File: src/rtl/fetch_buffer.sv
// fetch_buffer: in-order instruction prefetch FIFO between program memory and the IF stage.
// Optional build macro FETCH_BUFFER_BYPASS_EN: a response arriving while the FIFO is empty
// is presented to the IF stage in the same cycle and is not stored if consumed there.
module fetch_buffer #(
    parameter int          DEPTH    = 4,
    parameter logic [31:0] RESET_PC = 32'h0000_0000
) (
    input  logic        Clock,
    input  logic        nReset,
    input  logic        flush,
    input  logic [31:0] flushPC,
    output logic        memReq,
    output logic [31:0] memAddr,
    input  logic        memGnt,
    input  logic        memRvalid,
    input  logic [31:0] memRdata,
    output logic        instValid,
    output logic [31:0] instOut,
    output logic [31:0] PCout,
    input  logic        instReady
);
    localparam int          AW       = $clog2(DEPTH);
    localparam int          CW       = AW + 1;
    localparam logic [CW:0] DEPTH_W  = (CW + 1)'(DEPTH);
    localparam logic [31:0] RESET_AL = RESET_PC & ~32'h3;
    localparam logic [0:0]  FETCH    = 1'b0;
    localparam logic [0:0]  DRAIN    = 1'b1;

    logic [0:0]    state_q, state_d;
    logic          run_q;
    logic [31:0]   fetch_pc_q, fetch_pc_d;
    logic [31:0]   resp_pc_q, resp_pc_d;
    logic [CW-1:0] count_q, count_d;
    logic [CW-1:0] outst_q, outst_d;
    logic [CW-1:0] discard_q, discard_d;
    logic [AW-1:0] rd_ptr_q, rd_ptr_d;
    logic [AW-1:0] wr_ptr_q, wr_ptr_d;
    logic [31:0]   inst_mem_q [DEPTH];
    logic [31:0]   pc_mem_q   [DEPTH];

    logic          in_fetch;
    logic          fifo_empty;
    logic          accept;
    logic          bypass;
    logic          push;
    logic          pop;
    logic [31:0]   flush_pc;

    assign flush_pc = flushPC & ~32'h3;

    // Request gating, handshakes and the IF-side view of the head entry (or bypassed response).
    always_comb begin
        in_fetch   = state_q == FETCH;
        fifo_empty = count_q == '0;
        memReq     = run_q && in_fetch && !flush && (({1'b0, count_q} + {1'b0, outst_q}) < DEPTH_W);
        memAddr    = fetch_pc_q;
        accept     = memReq && memGnt;
`ifdef FETCH_BUFFER_BYPASS_EN
        bypass     = run_q && in_fetch && fifo_empty && memRvalid && !flush;
`else
        bypass     = 1'b0;
`endif
        instValid  = !fifo_empty || bypass;
        instOut    = !fifo_empty ? inst_mem_q[rd_ptr_q] : bypass ? memRdata : '0;
        PCout      = !fifo_empty ? pc_mem_q[rd_ptr_q] : bypass ? resp_pc_q : '0;
        pop        = !flush && !fifo_empty && instReady;
        push       = !flush && in_fetch && memRvalid && !(bypass && instReady);
    end

    // Next-state: flush empties the FIFO, redirects both PCs and turns in-flight requests into discards.
    always_comb begin
        outst_d    = outst_q + CW'(accept) - CW'(memRvalid);
        fetch_pc_d = flush ? flush_pc : accept ? fetch_pc_q + 32'd4 : fetch_pc_q;
        resp_pc_d  = flush ? flush_pc : (in_fetch && memRvalid) ? resp_pc_q + 32'd4 : resp_pc_q;
        count_d    = flush ? '0 : count_q + CW'(push) - CW'(pop);
        rd_ptr_d   = flush ? '0 : rd_ptr_q + AW'(pop);
        wr_ptr_d   = flush ? '0 : wr_ptr_q + AW'(push);
        discard_d  = flush ? outst_d : (!in_fetch && memRvalid) ? discard_q - CW'(1) : discard_q;
        state_d    = flush ? ((outst_d != '0) ? DRAIN : FETCH)
                   : (!in_fetch && discard_d == '0) ? FETCH : state_q;
    end

    // Control state; reset drops every in-flight request and buffered entry at once.
    always_ff @(posedge Clock or negedge nReset) begin
        if (!nReset) begin
            state_q    <= FETCH;
            run_q      <= 1'b0;
            fetch_pc_q <= RESET_AL;
            resp_pc_q  <= RESET_AL;
            count_q    <= '0;
            outst_q    <= '0;
            discard_q  <= '0;
            rd_ptr_q   <= '0;
            wr_ptr_q   <= '0;
        end else begin
            state_q    <= state_d;
            run_q      <= 1'b1;
            fetch_pc_q <= fetch_pc_d;
            resp_pc_q  <= resp_pc_d;
            count_q    <= count_d;
            outst_q    <= outst_d;
            discard_q  <= discard_d;
            rd_ptr_q   <= rd_ptr_d;
            wr_ptr_q   <= wr_ptr_d;
        end
    end

    // Entry storage is unreset: outputs are masked whenever count is zero.
    always_ff @(posedge Clock) begin
        if (push) begin
            inst_mem_q[wr_ptr_q] <= memRdata;
            pc_mem_q[wr_ptr_q]   <= resp_pc_q;
        end
    end

    a_rvalid_has_outstanding: assert property (@(posedge Clock) disable iff (!nReset)
        memRvalid |-> outst_q != '0);

    a_no_overcommit: assert property (@(posedge Clock) disable iff (!nReset)
        ({1'b0, count_q} + {1'b0, outst_q}) <= DEPTH_W);

    a_drain_matches_outstanding: assert property (@(posedge Clock) disable iff (!nReset)
        state_q == DRAIN |-> discard_q == outst_q);

endmodule

File: config.mk
export PLATFORM = sky130hd
export DESIGN_NAME = fetch_buffer
export DESIGN_NICKNAME = d
export VERILOG_FILES = /design/src/rtl/fetch_buffer.sv
export SDC_FILE = /design/constraint.sdc
export NUM_CORES = 1
export LEC_CHECK = 0
export BUFFER_PORTS_ARGS = -buffer_cell sky130_fd_sc_hd__buf_4
export CORE_MARGIN = 3
export CORE_UTILIZATION = 58
export CTS_BUF_LIST = sky130_fd_sc_hd__clkbuf_16
export DETAILED_ROUTE_END_ITERATION = 10
export HOLD_SLACK_MARGIN = 0.03
export PLACE_DENSITY = 0.8
export SYNTH_ARGS = -nofsm -noshare
export SYNTH_HDL_FRONTEND = slang
export SYNTH_SLANG_ARGS = --single-unit
File: constraint.sdc
create_clock -name Clock -period 6.6 [get_ports Clock]
set_input_delay 0.33 -clock Clock [delete_from_list [all_inputs] [get_ports Clock]]
set_output_delay 0.33 -clock Clock [all_outputs]
set_load 0.02 [all_outputs]
# --- Word level (Yosys, flattened, before mapping) ---
# Memory sizes are Yosys's and may differ from the RTL's.
# Index checks and enable logic that the tools add are counted.
# Widths: inputs -> output; s select.
totals:
  regBits: 79
  ramBits: 256
  in_bits: 70
  output_inout_bits: 98
  word_cells: 58
  memories: 2
memory_table:
  columns: ["name", "words", "word_bits", "rd", "rd_ports_with_merged_regs", "write_ports", "line", "source"]
  rows:
  - ["inst_mem_q", 4, 32, 1, 0, 1, "38", "logic [31:0] inst_mem_q [DEPTH];"]
  - ["pc_mem_q", 4, 32, 1, 0, 1, "39", "logic [31:0] pc_mem_q [DEPTH];"]
classes:
  n_addsub: 10
  n_lt_le_gt_ge: 1
  mux: 16
  n_bitwise: 1
  n_reduce_logical: 19
op_table:
  columns: ["operator", "n"]
  rows:
  - ["$mux 32", 6]
  - ["$add 32x3->32 const B", 2]
  - ["$logic_and 1x1->1", 11]
  - ["$mux 3", 3]
  - ["$add 3x1->3", 2]
  - ["$logic_not 3->1", 2]
  - ["$reduce_bool 2->1", 3]
  - ["$sub 3x1->3", 2]
  - ["$mux 1", 5]
  - ["$add 2x1->2", 2]
  - ["$add 3x3->4", 1]
  - ["$lt 4x3->1 const B", 1]
  - ["$mux 2", 2]
  - ["$reduce_bool 3->1", 1]
  - ["$sub 3x1->3 const B", 1]
  - ["$logic_not 1->1", 2]
  - ["$not 1->1", 1]

# --- Depth between registers and ports, before layout ---
# Gate-level depths: netlist (run 1).
logic_depth:
  word_depth: 12
  mapped_depth: 15
  depth_no_buf: 12

# --- Least setup slack after synthesis (run 1) ---
# No wires, ideal clock.
synth_timing:
  path_type: "flip-flop to flip-flop"
  from: "register state_q"
  to: "memory inst_mem_q[2][0] (enable)"
  setup_time_ns: 0.571
  t_arrival_ns: 5.327
  required_ns: 6.029
  setup_slack_ns: 0.701
  stages_incl_launch_ff: 5
  path_buffers: 1
  period_less_slack_ns: 5.899
  path_cell_list: "dfrtp_1 buf_2 nor2_1 nand2_1 nor3b_1"
synth_between:
  elab_chain_len: 5
synth_lines:
  columns: ["element", "line", "source"]
  rows:
  - ["start, declared", "29", "logic [0:0] state_q, state_d;"]
  - ["start signal, assigned", "96", "state_q <= state_d;"]
  - ["$not 1->1", "53", "in_fetch = state_q == FETCH;"]
  - ["$logic_and 1x1->1 (2 in series)", "67", "push = !flush && in_fetch && memRvalid && !(bypass && instReady);"]
  - ["$mux 1", "110", "if (push) begin"]
  - ["$mux 1 (implied by the code)", "111", "inst_mem_q[wr_ptr_q] <= memRdata;"]
  - ["end, declared", "38", null]
# No other way between the ends.

# --- Worst setup path after layout (run 1) ---
layout_timing:
  from: "register count_q[2]"
  to: "register state_q"
layout_between:
  elab_chain_len: 10
  word_cells_on_any_way: 13
  cone_classes: "3 x add/sub; 1 x order compare; 3 x mux; 6 x reduce/logical"
layout_lines:
  columns: ["element", "line", "source"]
  rows:
  - ["start, declared", "33", "logic [CW-1:0] count_q, count_d;"]
  - ["start signal, assigned", "100", "count_q <= count_d;"]
  - ["$add 3x3->4 (*)", "55", "memReq = run_q && in_fetch && !flush && (({1'b0, count_q} + {1'b0, outst_q}) < DEPTH_W);"]
  - ["$lt 4x3->1 (*)", "55", null]
  - ["$logic_and 1x1->1 (*)", "55", null]
  - ["$logic_and 1x1->1 (*)", "57", "accept = memReq && memGnt;"]
  - ["$add 3x1->3 (*)", "72", "outst_d = outst_q + CW'(accept) - CW'(memRvalid);"]
  - ["$sub 3x1->3 (*)", "72", null]
  - ["via outst_d[1]", "34", "logic [CW-1:0] outst_q, outst_d;"]
  - ["$mux 3", "78", "discard_d = flush ? outst_d : (!in_fetch && memRvalid) ? discard_q - CW'(1) : discard_q;"]
  - ["$logic_not 3->1", "80", ": (!in_fetch && discard_d == '0) ? FETCH : state_q;"]
  - ["$logic_and 1x1->1", "80", null]
  - ["$reduce_bool 2->1 (no source line)", null, null]
# Mark *: on every way through the listed nets, which the timed path passes. The rest lies on a longest branch.
# A chain may end at the register's enable or synchronous reset.

==> results.py, run 1 <==
metrics = {
    "place": {
        "globalplace.congestion": 0.857,
        "hpwl_um": 16900,
        "dp.cells": 1285,
        "io_buffers": 161,
    },
    "drt": {
        "drc": 0,
        "route.met3.wl_um": 1820,
        "drt_pass1_iterations": 5,
        "wl_per_cell_um": 20.0,
        "via_per_inst": 5.82,
        "vias": 8051,
        "ant_nets": 0,
        "met1Wirelength_um": 11900,
        "drt-initial-drc-count": 652,
        "top_layer": "met4",
        "routed_wl_um": 27700,
        "met2_length_um": 13500,
    },
    "job": {
        "cap_violations": 0,
    },
    "global_routing": {
        "grt_max_degree": 76,
        "grt_overflow": 0,
        "grt_pass1_vias": 8309,
        "track_usage": 0.220,
        "grt_pass1_wl_um": 45000,
        "antenna_found_initial": 0,
    },
    "critical_path": {
        "slowest_stage": "and4_1",
        "arrival_ns": 4.41,
        "cp_cell_sequence": "ha_1 > nor4b_2 > and4_1 > inv_2 > ha_1 > inv_1 > ha_1 > inv_1 > fa_1 > inv_1 > or3_1 > o22a_1",
        "rr_worst_depth": 12,
        "r2r_slack_ns": 2.61,
        "crit_fanout": 25,
        "critical_path.max_stage_delay_ns": 0.82,
        "timing.rr.start": "count_q[2]",
        "worstSetupStartpointType": "register",
        "r2r_end": "state_q",
        "required_ns": 7.02,
        "cp-end-kind": "register",
        "critPathKind": "reg -> reg",
    },
    "worst_hold_path": {
        "holdPathEnd": "resp_pc_q[23]",
        "holdPathStages": 3,
        "hold_path.class": "in -> reg",
        "min_from": "flushPC[23]",
    },
    "synthesis": {
        "yosys_warnings": 0,
        "netlist_area_mm2": 0.0136,
        "syn_avg_cell_area_um2": 16.1,
        "synth_common_cells": "edfxtp_1 (248), dfrtp_1 (75), nor2b_1 (67), mux4_2 (62), nand2_1 (44)",
        "synth-seq-cells": 323,
        "synthArstFlopShare": 0.232,
        "synthCells": 844,
        "yosysTopAreaCell": "edfxtp_1",
        "synth_top_flop_cell": "edfxtp_1",
        "synth_top_area_frac": 0.546,
        "synth_edf_count": 248,
        "synth_area_leaders": "edfxtp_1 (55%), dfrtp_1 (14%), mux4_2 (10%)",
        "yosysUniqueCellTypes": 60,
        "yosys.cell_count.top_type": "edfxtp_1",
        "yosysSeqAreaShare": 0.684,
    },
    "timing": {
        "fin_crit_ns": 3.99,
        "finalClockSkew_ns": 0.0229,
        "fmax_mhz": 250,
        "rsz0062_at_grt": "no",
        "drv_slew": 0,
        "fin_tns_setup_ns": 0,
        "setup_viol": 0,
        "hold_viol": 0,
        "period_share": 0.605,
        "relSlewSlack": 0.281,
        "tightest_slew_ns": 1.07,
    },
    "pwr": {
        "p_per_area_mw_per_mm2": 322,
        "p_total_uw": 5310,
        "p_int_uw": 3760,
        "p_switching_uw": 1540,
        "sequentialPowerShare": 0.462,
        "switching_share": 0.290,
        "power_frac_comb": 0.233,
        "power_leakage_uw": 0.00592,
        "peakVddDrop_v": 0.000419,
        "power_frac_clock": 0.305,
    },
    "outcome": {
        "status": "finished, final reports clean",
    },
    "floorplanning": {
        "die-area_mm2": 0.0254,
        "initial_core_util": 0.597,
        "num_io_pins": 168,
        "die_x_um": 159,
        "core_mm2": 0.0228,
        "std_cell_rows": 55,
        "fp.dieH_um": 159,
    },
    "cts": {
        "clock_latency_ns": 0.55,
        "clock-sinks": 323,
        "htree_levels": 1,
        "clkTransAtPathRegs_ns": 0.06,
        "cts_tree": "built",
        "cts_root_buf": "clkbuf_16",
        "ctsResizeCount": 0,
        "numCtsBuffers": 31,
        "post_cts_buffers": 0,
        "clock_path_buffers": 3,
        "holdBufCountCts": 40,
    },
    "layout": {
        "antennaDiodeCount": 0,
        "nNetsFinal": 1128,
        "drive_above_1_share": 0.288,
        "instances_no_fill": 1383,
        "final_core_util": 0.720,
        "area_growth_pct": 20.7,
    },
}
critical path: cells and delay by family, from the launching register on:
kind / cells / cell delay [ns]
DFF: 1 / 0.42
adders and majority gates: 4 / 1.32
AOI/OAI and AO/OA: 1 / 0.17
buffers and inverters: 4 / 0.54
and+or+nand+nor: 3 / 1.43
sequential cells by signal, summed over array words and instances (netlist names):
signal and flops:
discard_q 3, rd_ptr_q 2, run_q 1, wr_ptr_q 2, inst_mem_q 128, pc_mem_q 120
state_q 1, resp_pc_q 30, count_q 3, memAddr 30, outst_q 3
cell type report:
type	count	area, um^2
clock buffer	33	826
clock inverter	25	121
fill	1490	6390
inverter	21	78.8
multi-input combinational	459	4040
sequential	323	9330
tap	313	392
timing repair buffer	209	1670
power groups by stage:
| stage | clock network (uW) | logic [uW] | registers, uW |
|---|---|---|---|
| floorplan | 0 | 770 | 2450 |
| global placement | 0 | 1210 | 2480 |
| detailed placement | 0 | 1230 | 2490 |
| CTS | 1650 | 1250 | 2450 |
| global route | 1740 | 1340 | 2470 |
| finish | 1620 | 1240 | 2450 |
stage by stage:
stage | cell area, um^2 | hold WS (ns) | worst slack, ns
after CTS | 16500 | 0.0303 | 2.61
after global placement | 15100 | 0.517 | 2.68
after detailed placement | 15100 | 0.534 | 2.62
after floorplan | 13600 | 0.0344 | 0.701
after global routing | 16500 | 0.0454 | 2.38
final | 16500 | 0.0562 | 2.61
placed cells by master (no fill, tap or decap), types with 9 or more instances in the layout:
master / instances
a21oi_1: 9
and3_1: 11
buf_4: 169
clkbuf_16: 33
dfrtp_1: 73
dlygate4sd3_1: 40
edfxtp_1: 248
ha_1: 11
inv_1: 25
mux4_2: 62
nand2_1: 44
nand3_1: 37
nand4_1: 25
nor2_1: 17
nor2b_1: 67
o21ai_0: 25
xnor2_1: 26
xor2_1: 18
per-layer routing:
layer  GRT usage  vias up
met2       0.364      326
met5           0        -
met1       0.317     4048
li1            -     3638
met3      0.0330       39
met4      0.0521        0
how the worst max path moves through the flow:
stage | startpoint | endpoint | slack [ns] | cells past startpoint
after floorplan | state_q | inst_mem_q[2][0] | 0.70 | 4
after global placement | count_q[2] | state_q | 2.68 | 12
after detailed placement | count_q[2] | state_q | 2.62 | 12
after CTS | count_q[2] | state_q | 2.61 | 12
after global routing | count_q[2] | state_q | 2.38 | 12
final | count_q[2] | state_q | 2.61 | 12
cells by family after synthesis:
group,count (synthesis),synth area share
flip-flops,323,0.684
AND/OR/NAND/NOR,251,0.108
AO/OA/AOI/OAI,74,0.0342
multiplexers,72,0.110
buffers and inverters,65,0.0218
XOR/XNOR,44,0.0283
adder cells (fa/ha/maj),13,0.0130
other,2,0.000551
(Power assumes the default switching activity.)
==> inputs of run 2 (changes only) <==
ABC_AREA = 1   (was not set)
CORE_UTILIZATION = 59   (was 58)
clock period = 3.8 ns   (was 6.6 ns; I/O delays follow)
==> results.py, run 2 <==
metrics = {
    "outcome": {
        "status": "finished, final reports clean",
    },
    "place": {
        "io_buffers": 161,
        "hpwl_um": 21000,
        "globalplace.congestion": 1.01,
    },
    "critical_path": {
        "crit_fanout": 43,
        "arrival_ns": 2.74,
        "worstSetupStartpointType": "register",
        "r2r_slack_ns": 0.94,
        "r2r_end": "state_q",
        "timing.rr.start": "count_q[2]",
        "required_ns": 3.61,
        "rr_worst_depth": 14,
        "critPathKind": "reg -> out",
        "cp-end-kind": "output port",
        "critPathCapture": "PCout[13]",
        "crit_path_start": "rd_ptr_q[0]",
    },
    "synthesis": {
        "synth_common_cells": "nor2_1 (323), edfxtp_1 (248), nand2_1 (226), o21ai_0 (160), inv_1 (105)",
        "yosys_warnings": 0,
        "netlist_area_mm2": 0.0147,
        "synth_top_area_frac": 0.508,
        "yosysUniqueCellTypes": 42,
        "synth_edf_count": 248,
        "yosysSeqAreaShare": 0.635,
        "syn_avg_cell_area_um2": 9.91,
        "synthCells": 1480,
        "synth_top_flop_cell": "edfxtp_1",
        "synthArstFlopShare": 0.232,
        "synth_area_leaders": "edfxtp_1 (51%), dfrtp_1 (13%), nor2_1 (8.3%)",
        "yosysTopAreaCell": "edfxtp_1",
        "yosys.cell_count.top_type": "nor2_1",
        "synth-seq-cells": 323,
    },
    "layout": {
        "final_core_util": 0.728,
        "regMostFlops": "inst_mem_q",
        "drive_above_1_share": 0.154,
        "final_cell_mix": "nor2_1 (322), edfxtp_1 (248), nand2_1 (226), buf_4 (172), o21ai_0 (160)",
        "largest_reg_flops": 128,
        "nNetsFinal": 1773,
        "area_growth_pct": 21.1,
        "antennaDiodeCount": 0,
        "fillCellCount": 1673,
        "reg_top3": "inst_mem_q x128, pc_mem_q x120",
        "final_common_cell": "nor2_1",
    },
    "global_routing": {
        "grt_pass1_wl_um": 55000,
        "track_usage": 0.258,
        "grt_overflow": 0,
        "grt_max_degree": 65,
        "grt_pass1_vias": 11200,
        "antenna_found_initial": 0,
    },
    "pwr": {
        "power_leakage_uw": 0.00710,
        "peakVddDrop_v": 0.000377,
        "p_total_uw": 9810,
        "p_per_area_mw_per_mm2": 552,
    },
    "drt": {
        "vias": 11300,
        "drt_pass1_iterations": 5,
        "drt-initial-drc-count": 1057,
        "routed_wl_um": 34900,
        "via_per_inst": 5.54,
        "ant_nets": 0,
        "drc": 0,
        "wl_per_cell_um": 17.1,
    },
    "cts": {
        "cts_tree": "built",
        "numCtsBuffers": 31,
        "clkTransAtPathRegs_ns": 0.06,
        "htree_levels": 1,
        "clock_latency_ns": 0.56,
        "cts_root_buf": "clkbuf_16",
        "clock_path_buffers": 3,
        "clock-sinks": 323,
    },
    "floorplanning": {
        "die-area_mm2": 0.0268,
        "initial_core_util": 0.602,
        "std_cell_rows": 57,
        "core_mm2": 0.0244,
        "die_x_um": 164,
        "fp.dieH_um": 164,
        "num_io_pins": 168,
    },
    "timing": {
        "setup_viol": 0,
        "hold_viol": 0,
        "rsz0062_at_grt": "no",
        "relSlewSlack": 0.442,
        "period_share": 0.771,
        "drv_slew": 0,
        "fmax_mhz": 341,
        "fin_crit_ns": 2.93,
        "tightest_slew_ns": 0.837,
        "finalClockSkew_ns": 0.0197,
    },
    "worst_hold_path": {
        "hold_path.class": "in -> reg",
    },
    "job": {
        "cap_violations": 0,
    },
}
-- run 2: worst min path at each step --
stage | from | endpoint | slack (ns) | cells after the start
4_1_cts | flushPC[28] | resp_pc_q[28] | 0.05 | 5
3_3_place_gp | nReset | memAddr[30] | 0.30 | 1
3_5_place_dp | nReset | memAddr[28] | 0.31 | 1
2_1_floorplan | nReset | count_q[0] | -0.11 | 0
6_report | flushPC[28] | resp_pc_q[28] | 0.06 | 5
5_1_grt | flushPC[28] | memAddr[28] | 0.08 | 5
-- run 2: repair_timing --
item	in CTS	in global routing
endpoints found under the setup margin	0	0
gates resized for setup	0	0
hold buffers	63	0
endpoints found under the hold margin	247	0
buffers inserted	0	0
-- run 2: final cells by class --
class / instances / area [um^2] / area share
sequential: 323 / 9330 / 0.525
multi-input combinational: 983 / 4650 / 0.262
timing repair buffer: 240 / 2020 / 0.114
clock buffer: 31 / 776 / 0.0437
inverter: 111 / 417 / 0.0235
tap: 324 / 405 / 0.0228
clock inverter: 24 / 165 / 0.00930
-- run 2: through the flow --
stage / setup TNS (ns) / instances / area, um^2 / hold slack [ns] / setup WS, ns
final: 0 / 2036 / 17800 / 0.0643 / 0.870
after global routing: 0 / 2036 / 17800 / 0.0819 / 0.731
after CTS: 0 / 2036 / 17800 / 0.0486 / 0.858
after detailed placement: 0 / 1918 / 16200 / 0.311 / 0.966
after global placement: 0 / 1918 / 16200 / 0.302 / 1.09
after floorplan: -461.98 / 1483 / 14700 / -0.106 / -1.86
-- run 2: logic make-up after synthesis --
logic type | count (synthesis) | share of synthesized area
adders and majority gates | 13 | 0.0121
DFF | 323 | 0.635
AOI/OAI and AO/OA | 276 | 0.0981
buffers and inverters | 177 | 0.0503
and+or+nand+nor | 669 | 0.192
xor gates and xnor gates | 20 | 0.0119
other | 2 | 0.000512
-- run 2: per-layer routing --
metal | track usage | vias up | part of all wire
met5 | 0 | - | 0
met4 | 0.0934 | 0 | 0.029
met3 | 0.0469 | 74 | 0.086
met2 | 0.456 | 490 | 0.50
met1 | 0.320 | 5311 | 0.39
li1 | - | 5396 | -
-- run 2: report_power, final --
group	switching (uW)	leakage [uW]	internal (uW)
sequential	272	0.00315	4070
combinational	1680	0.00346	937
clock	1240	0.000493	1610
total	3190	0.00710	6610
-- run 2: critical path, cell delays in order, from the launching register on --
cell     delay [ns]
dfrtp_4        0.57
inv_2          0.53
buf_4          0.41
o21ai_0        0.17
a21oi_1        0.28
buf_4          0.21
==> inputs of run 3 (changes only) <==
CORE_UTILIZATION = 53   (was 59)
PLACE_DENSITY = 0.76   (was 0.8)
clock period = 2.6 ns   (was 3.8 ns; I/O delays follow)
==> results.py, run 3 (synthesized netlist as in run 2, its figures left out) <==
metrics = {
    "floorplanning": {
        "die_x_um": 172,
        "std_cell_rows": 60,
        "die-area_mm2": 0.0297,
        "core_mm2": 0.0271,
        "fp.dieH_um": 172,
        "num_io_pins": 168,
        "initial_core_util": 0.541,
    },
    "layout": {
        "regMostFlops": "inst_mem_q",
        "drive_above_1_share": 0.173,
        "nNetsFinal": 1794,
        "reg_top3": "inst_mem_q x128, pc_mem_q x120",
        "final_cell_mix": "nor2_1 (320), edfxtp_1 (248), nand2_1 (224), buf_4 (178), o21ai_0 (158)",
        "instances_no_fill": 2110,
        "largest_reg_flops": 128,
        "area_growth_pct": 24.6,
        "antennaDiodeCount": 0,
        "fillCellCount": 1994,
        "final_common_cell": "nor2_1",
    },
    "global_routing": {
        "antenna_found_initial": 0,
        "grt_pass1_vias": 10900,
        "grt_max_degree": 77,
        "track_usage": 0.237,
        "grt_pass1_wl_um": 55600,
        "grt_overflow": 0,
    },
    "outcome": {
        "status": "finished, final reports clean",
    },
    "critical_path": {
        "critical_path.max_stage_delay_ns": 0.57,
        "required_ns": 3.00,
        "critPathKind": "reg -> reg",
        "crit_fanout": 3,
        "worstSetupStartpointType": "register",
        "crit_path_start": "outst_q[2]",
        "rr_worst_depth": 14,
        "crit_top_cell": "inv_2",
        "slowest_stage": "fa_1",
        "cp-end-kind": "register",
        "arrival_ns": 2.96,
        "timing.rr.start": "outst_q[2]",
        "cp_cell_sequence": "ha_1 > nand3b_4 > nor2_4 > nand2_4 > ha_4 > inv_2 > ha_4 > inv_2 > fa_1 > inv_2 > nor3_2 > nand2_1 > o21ai_2 > a21oi_2",
    },
    "place": {
        "hpwl_um": 21600,
        "dp.cells": 1971,
        "globalplace.congestion": 0.902,
        "io_buffers": 161,
    },
    "drt": {
        "routed_wl_um": 35700,
        "wl_per_cell_um": 16.9,
        "drt_pass1_iterations": 7,
        "drt-initial-drc-count": 996,
        "vias": 11400,
        "ant_nets": 0,
        "drc": 0,
        "via_per_inst": 5.38,
    },
    "timing": {
        "hold_viol": 0,
        "fin_tns_setup_ns": 0,
        "hold_slack_ns": 0.0955,
        "period_share": 0.987,
        "finalClockSkew_ns": 0.00989,
        "setup_viol": 0,
        "fin_crit_ns": 2.56,
        "drv_slew": 0,
        "rsz0062_at_grt": "yes",
        "tightest_slew_ns": 0.760,
        "relSlewSlack": 0.493,
        "fmax_mhz": 390,
    },
    "worst_hold_path": {
        "hold_path.class": "in -> reg",
        "holdPathStages": 5,
        "min_from": "memRvalid",
    },
    "cts": {
        "numCtsBuffers": 36,
        "clock_latency_ns": 0.51,
        "cts_root_buf": "clkbuf_16",
        "clock_path_buffers": 3,
        "clkTransAtPathRegs_ns": 0.05,
        "clock-sinks": 323,
        "cts_tree": "built",
        "htree_levels": 2,
    },
    "job": {
        "cap_violations": 0,
    },
    "pwr": {
        "peakVddDrop_v": 0.000573,
        "p_total_uw": 15000,
        "power_leakage_uw": 0.00732,
        "p_per_area_mw_per_mm2": 821,
    },
}
[run 3: changes by cell type in the layout (fill, tap and decap cells not counted), moves of 3 or more]
cell       change
buf_12         +7
buf_4          +6
clkbuf_16      +6
nor3_4         +4
nor3_2         -3
[run 3: power breakdown]
group / switching (uW) / leakage, uW / internal [uW]
Combinational: 2500 / 0.00360 / 1500
Sequential: 417 / 0.00315 / 5950
Clock: 1960 / 0.000578 / 2680
[run 3: critical path, delay by kind of cell, from the launching register on]
family	cells	cell delay (ns)
flops	1	0.40
simple gates	5	0.59
compound gates	2	0.11
fa+ha+maj	4	1.20
buf+inv	3	0.14
[run 3: worst paths after layout]
check | endpoint | slack, ns
worst max-delay path | state_q | 0.04
worst max register to register | state_q | 0.04
worst min register to register | discard_q[2] | 0.57
max in group asynchronous | rd_ptr_q[0] | 1.77
min in group asynchronous | memAddr[26] | 0.24
worst min-delay path | discard_q[2] | 0.1
[run 3: timing repair]
action	in CTS	in global routing
pin swaps	0	9
resized for setup	2	15
setup buffers	1	9
setup endpoints to repair	1	10
hold endpoints to repair	246	0
hold buffers	64	0
[run 3: per-layer routing]
metal,up-vias,GRT usage,share of wire
li1,5448,-,-
met1,5393,0.314,0.42
met2,454,0.397,0.48
met3,61,0.0439,0.078
met4,0,0.0774,0.025
met5,-,0,0
[run 3: final cells by class]
| class | count | area [um^2] | area share |
|---|---|---|---|
| well taps | 372 | 465 | 0.0255 |
| multi-input cells | 983 | 4750 | 0.260 |
| inverters | 111 | 419 | 0.0229 |
| clock inverters | 28 | 161 | 0.00883 |
| flip-flops and latches | 323 | 9330 | 0.510 |
| clock buffers | 37 | 926 | 0.0506 |
| repair buffers | 256 | 2240 | 0.122 |
[run 3: through the flow]
| step | setup WS, ns | util | instance area, um^2 |
|---|---|---|---|
| floorplan | -0.189 | - | 14800 |
| global placement | 0.0796 | 0.606 | 16400 |
| detailed placement | -0.00116 | 0.606 | 16400 |
| CTS | 0.0169 | 0.670 | 18200 |
| global route | -0.0698 | 0.675 | 18300 |
| finish | 0.0351 | 0.675 | 18300 |
